===== config.mk =====
export PLATFORM = sky130hd
export DESIGN_NAME = piso_shift_register
export DESIGN_NICKNAME = d
export VERILOG_FILES = /design/src/rtl/piso_shift_register.sv
export SDC_FILE = /design/constraint.sdc
export NUM_CORES = 1
export LEC_CHECK = 0
export ABC_AREA = 1
export CAP_MARGIN = 20
export CORE_AREA = 3 3 40 42
export DETAILED_ROUTE_END_ITERATION = 12
export DIE_AREA = 0 0 43 45
export GPL_TIMING_DRIVEN = 0
export SYNTH_ARGS = -nofsm -noshare
export SYNTH_HDL_FRONTEND = slang
export SYNTH_SLANG_ARGS = --single-unit
export TNS_END_PERCENT = 1

===== constraint.sdc =====
create_clock -name clk -period 0.8 [get_ports clk]
set_input_delay 0.16 -clock clk [delete_from_list [all_inputs] [get_ports clk]]
set_output_delay 0.16 -clock clk [all_outputs]
set_load 0.05 [all_outputs]

===== src/rtl/piso_shift_register.sv =====
// Parallel-in, serial-out shift register: captures a word on load, then emits
// it one bit per clock on serial_out in the configured bit order.
module piso_shift_register #(
  parameter int   WIDTH     = 8,
  parameter bit   MSB_FIRST = 1'b1,
  parameter logic FILL      = 1'b0
) (
  input  logic             clk,
  input  logic             rst,
  input  logic             load,
  input  logic [WIDTH-1:0] parallel_in,
  output logic             serial_out
);

  logic [WIDTH-1:0] shreg_q;
  logic [WIDTH-1:0] shreg_d;

  // Load takes priority; otherwise shift toward the output tap and fill the vacated end.
  always_comb begin
    shreg_d = shreg_q;
    if (load) begin
      shreg_d = parallel_in;
    end else if (MSB_FIRST) begin
      shreg_d = {shreg_q[WIDTH-2:0], FILL};
    end else begin
      shreg_d = {FILL, shreg_q[WIDTH-1:1]};
    end
  end

  // Shift register state with asynchronous clear.
  always_ff @(posedge clk or posedge rst) begin
    if (rst) begin
      shreg_q <= {WIDTH{1'b0}};
    end else begin
      shreg_q <= shreg_d;
    end
  end

  assign serial_out = MSB_FIRST ? shreg_q[WIDTH-1] : shreg_q[0];

endmodule


After elaboration in Yosys (flattened, before gate mapping)
Cells that the tools add are included.
{"block": "classes", "muxes": 1}
{"cell": "2-to-1 mux 8 bit", "count": 1}
{"block": "totals", "regBits": 8, "output_inout_bits": 1, "inputBits": 11, "wordCells": 2}

Logic depth before layout (Yosys ltp)
{"block": "depth", "ltp_word": 1, "depth_mapped": 4, "depth_no_buf": 3}

Worst setup path before layout
Ideal clock, no wire load.
{"block": "synth_path", "path_kind": "flip-flop to output port", "startpoint": "register shreg_q[7]", "endpoint": "output serial_out", "arrival_ns": 0.586, "path_slack_ns": 0.054, "stages_incl_launch_ff": 1, "t_required_ns": 0.640, "n_path_buf": 0, "path_cell_list": "dfrtp_1"}
{"item": "start, declared", "line_no": "15", "source": "logic [WIDTH-1:0] shreg_q;"}
{"item": "start signal, assigned", "line_no": "33", "source": "shreg_q <= {WIDTH{1'b0}};"}
{"item": "start signal, assigned", "line_no": "35", "source": "shreg_q <= shreg_d;"}
{"item": "end, declared", "line_no": "12", "source": "output logic serial_out"}
No word-level cell between the ends.

Final worst setup path
{"block": "layout_path", "startpoint": "register shreg_q[7]", "endpoint": "output serial_out"}
No word-level cell between the ends.

==> results.md <==
* Final count of negative-setup-slack endpoints at 1
* Post-Synthesis Cells at 34
* Post-synthesis net count at 45
* Hold Path Sink: shreg_q[0]
* Worst-path clk slew at 50 ps
* Placeable Area at between 1000 and 1500 µm²
* CTS tree: built
* Area growth syn-to-layout at 46.7%
* Chip Height at between 40 and 50 µm
* Dpl cells at 59
* Worst EP arrival at 760 ps
* Crit-path cells: buf_6
* Cell Area, Synth at 305 µm²
* #FFs+latches synth at 8
* Outcome: finished with violations
* Slew HR at 79.7%
* Internal power at 675 µW
* Setup TNS at -118 ps
* Initial Utilization at approximately a quarter
* Vias in the first global route at around 240
* Initial antenna violation count at 0
* Largest net degree at the start of global routing at 10
* Mapped Avg Cell Area at 8.98 µm²
* Maxcap violations at 0
* Antenna cells at 0
* Pleak at 0.000240 µW
* Die ar. at between 1500 and 2000 µm²
* Largest cells by area after synthesis: dfrtp_1 66%, nand2_1 27%, buf_6 3.7%, inv_1 2.5%, inv_2 1.2%
* Ys Warns at 0
* Root Driver: clkbuf_4
* Sw Ratio at 22.1%
* Nets at 60
* F_max at 1090 MHz
* Register-to-Register Path Depth at 2
* H-tree level count at 1
* Final setup margin at -118 ps
* Post-synth top area cell: dfrtp_1
* Worst slew pin tran at 304 ps
* DR vias/cell at 3.81
* CP max-delay cell: dfrtp_1
* Layout cells sized above 1 at 12.8%
* Crit Path Max Fanout at 1
* Total CTS buffers at 3
* Library cells used by synthesis at 5
* DRT Pass-1 Iters at 1
* Clock sink count at 8
* Required time of the critical path at 640 ps
* Psw at between 150 and 200 µW
* RSZ-0062 raised after global routing: true
* Skew final at between 3 and 4 ps
* CP endpoint kind: primary output
* Crit path time final at 918 ps
* Post-synthesis sequential area ratio at 65.6%
* DRC at 0
* Placer Congestion at 0.698
* Post-detail-place hpwl at about 430 µm
* Power Dens Cells at 1940 nW/µm²
* Worst Setup Path Type: reg -> out
* Comb power frac at roughly 15%
* RR Startpoint: shreg_q[5]
* Delay of the slowest critical-path stage at 370 ps
* DRT Wirelength at just under 600 µm
* Routed via count at 236
* Clock share of power at 33.8%
* All-Layer GR Usage at 6.91%
* Slew Viols, Final at 0
* Seq pwr share at 51.5%
* Number of hold violations in the final report at 0
* WL/cell at 9.32 µm
* Horiz. Die Dim at 43 µm
* Hold Path Class: in -> reg
* Hold depth at 3
* Reg-to-reg slack, setup at ~220 ps
* Crit start category: register
* WP buf/inv at 1
* Number of flip-flops in the largest register at 8
* Iter 0 DRT Violations at 0
* Largest registers: shreg_q x8
* Number of I/O pins at 12
* CTS max path bufs at 2
* Post-route ant nets at 0
* Finished Layout Cells at between 60 and 70
* FP Rows at 13
* Top-area cell type share of the netlist area at 65.6%
* CP delay by family, top: flip-flops
* Violated checks: setup timing
* # hold bufs at CTS at 0
* First-pass GRT wire length at about 900 µm
* Top reg by flops: shreg_q
* Grt ovf at 0
* Final Cycle Share at 115%
* IO buf count at 10
* Worst skew pair latency at 250 ps
* Hold_sp: load
* VDD IR max at 0.695 mV
* FF-to-FF End: shreg_q[6]
cell families (layout without fill, tap and decap cells):
logic type / after synthesis / count (layout) / synth area share [%]
flip-flops: 8 / 8 / 65.6
buffers and inverters: 4 / 17 / 7.38
AND/OR/NAND/NOR: 22 / 22 / 27.0
worst max path at each step:
| stage | from | depth (start not counted) | slack (ps) | end |
|---|---|---|---|---|
| floorplan | shreg_q[7] | 0 | 50 | serial_out |
| global placement | shreg_q[7] | 1 | -450 | serial_out |
| detailed placement | shreg_q[7] | 1 | -450 | serial_out |
| CTS | shreg_q[7] | 1 | -130 | serial_out |
| global route | shreg_q[7] | 1 | -150 | serial_out |
| finish | shreg_q[7] | 1 | -120 | serial_out |
synth_stat cells:
library cell and instances:
dfrtp_1 8, inv_1 2, inv_2 1, nand2_1 22, buf_6 1
area by class of cell:
cell class	instances	area [µm²]
Fill cell	131	837
Sequential cell	8	200
Timing Repair Buffer	10	101
Multi-Input combinational cell	22	82.6
Clock buffer	3	22.5
Tap cell	15	18.8
Buffer	1	11.3
Inverter	3	11.3
layout by cell type (no fill, tap or decap):
master and instances:
inv_1 2, buf_6 2, dfrtp_1 8, clkbuf_4 3, inv_2 1, clkdlybuf4s50_1 9, nand2_1 22
tightest hold or removal path: stages:
cell	delay, ps
buf_6	110
nand2_1	50
inv_1	40
routing by layer:
layer	wire length (µm)	GRT usage [%]
met1	253	8.50
met2	263	8.98
met3	54	2.39
met4	6	7.23
met5	0	0
metrics by stage:
| stage | hold slack [ps] | area, µm² | power (µW) | setup WS (ps) | util (%) |
|---|---|---|---|---|---|
| after floorplan | -24.3 | 305 | 515 | 54.1 | - |
| after global placement | 396 | 424 | 577 | -448 | 33.0 |
| after detailed placement | 405 | 424 | 582 | -447 | 33.0 |
| after CTS | 141 | 448 | 896 | -133 | 34.9 |
| after global routing | 158 | 448 | 914 | -149 | 34.9 |
| final | 154 | 448 | 867 | -118 | 34.9 |
power by group through the flow:
stage,registers (µW),logic (µW),clock network (µW)
floorplan,467,47.8,0
global placement,451,125,0
detailed placement,453,128,0
CTS,447,130,318
global route,450,140,324
finish,447,127,294
what timing repair did:
action / in CTS / in global routing
buffers inserted: 0 / 0
resized for setup: 7 / 0
setup endpoints to repair: 1 / 1
cloned: 0 / 0
pin swaps: 0 / 0
Power figures use the tool's default switching activity.
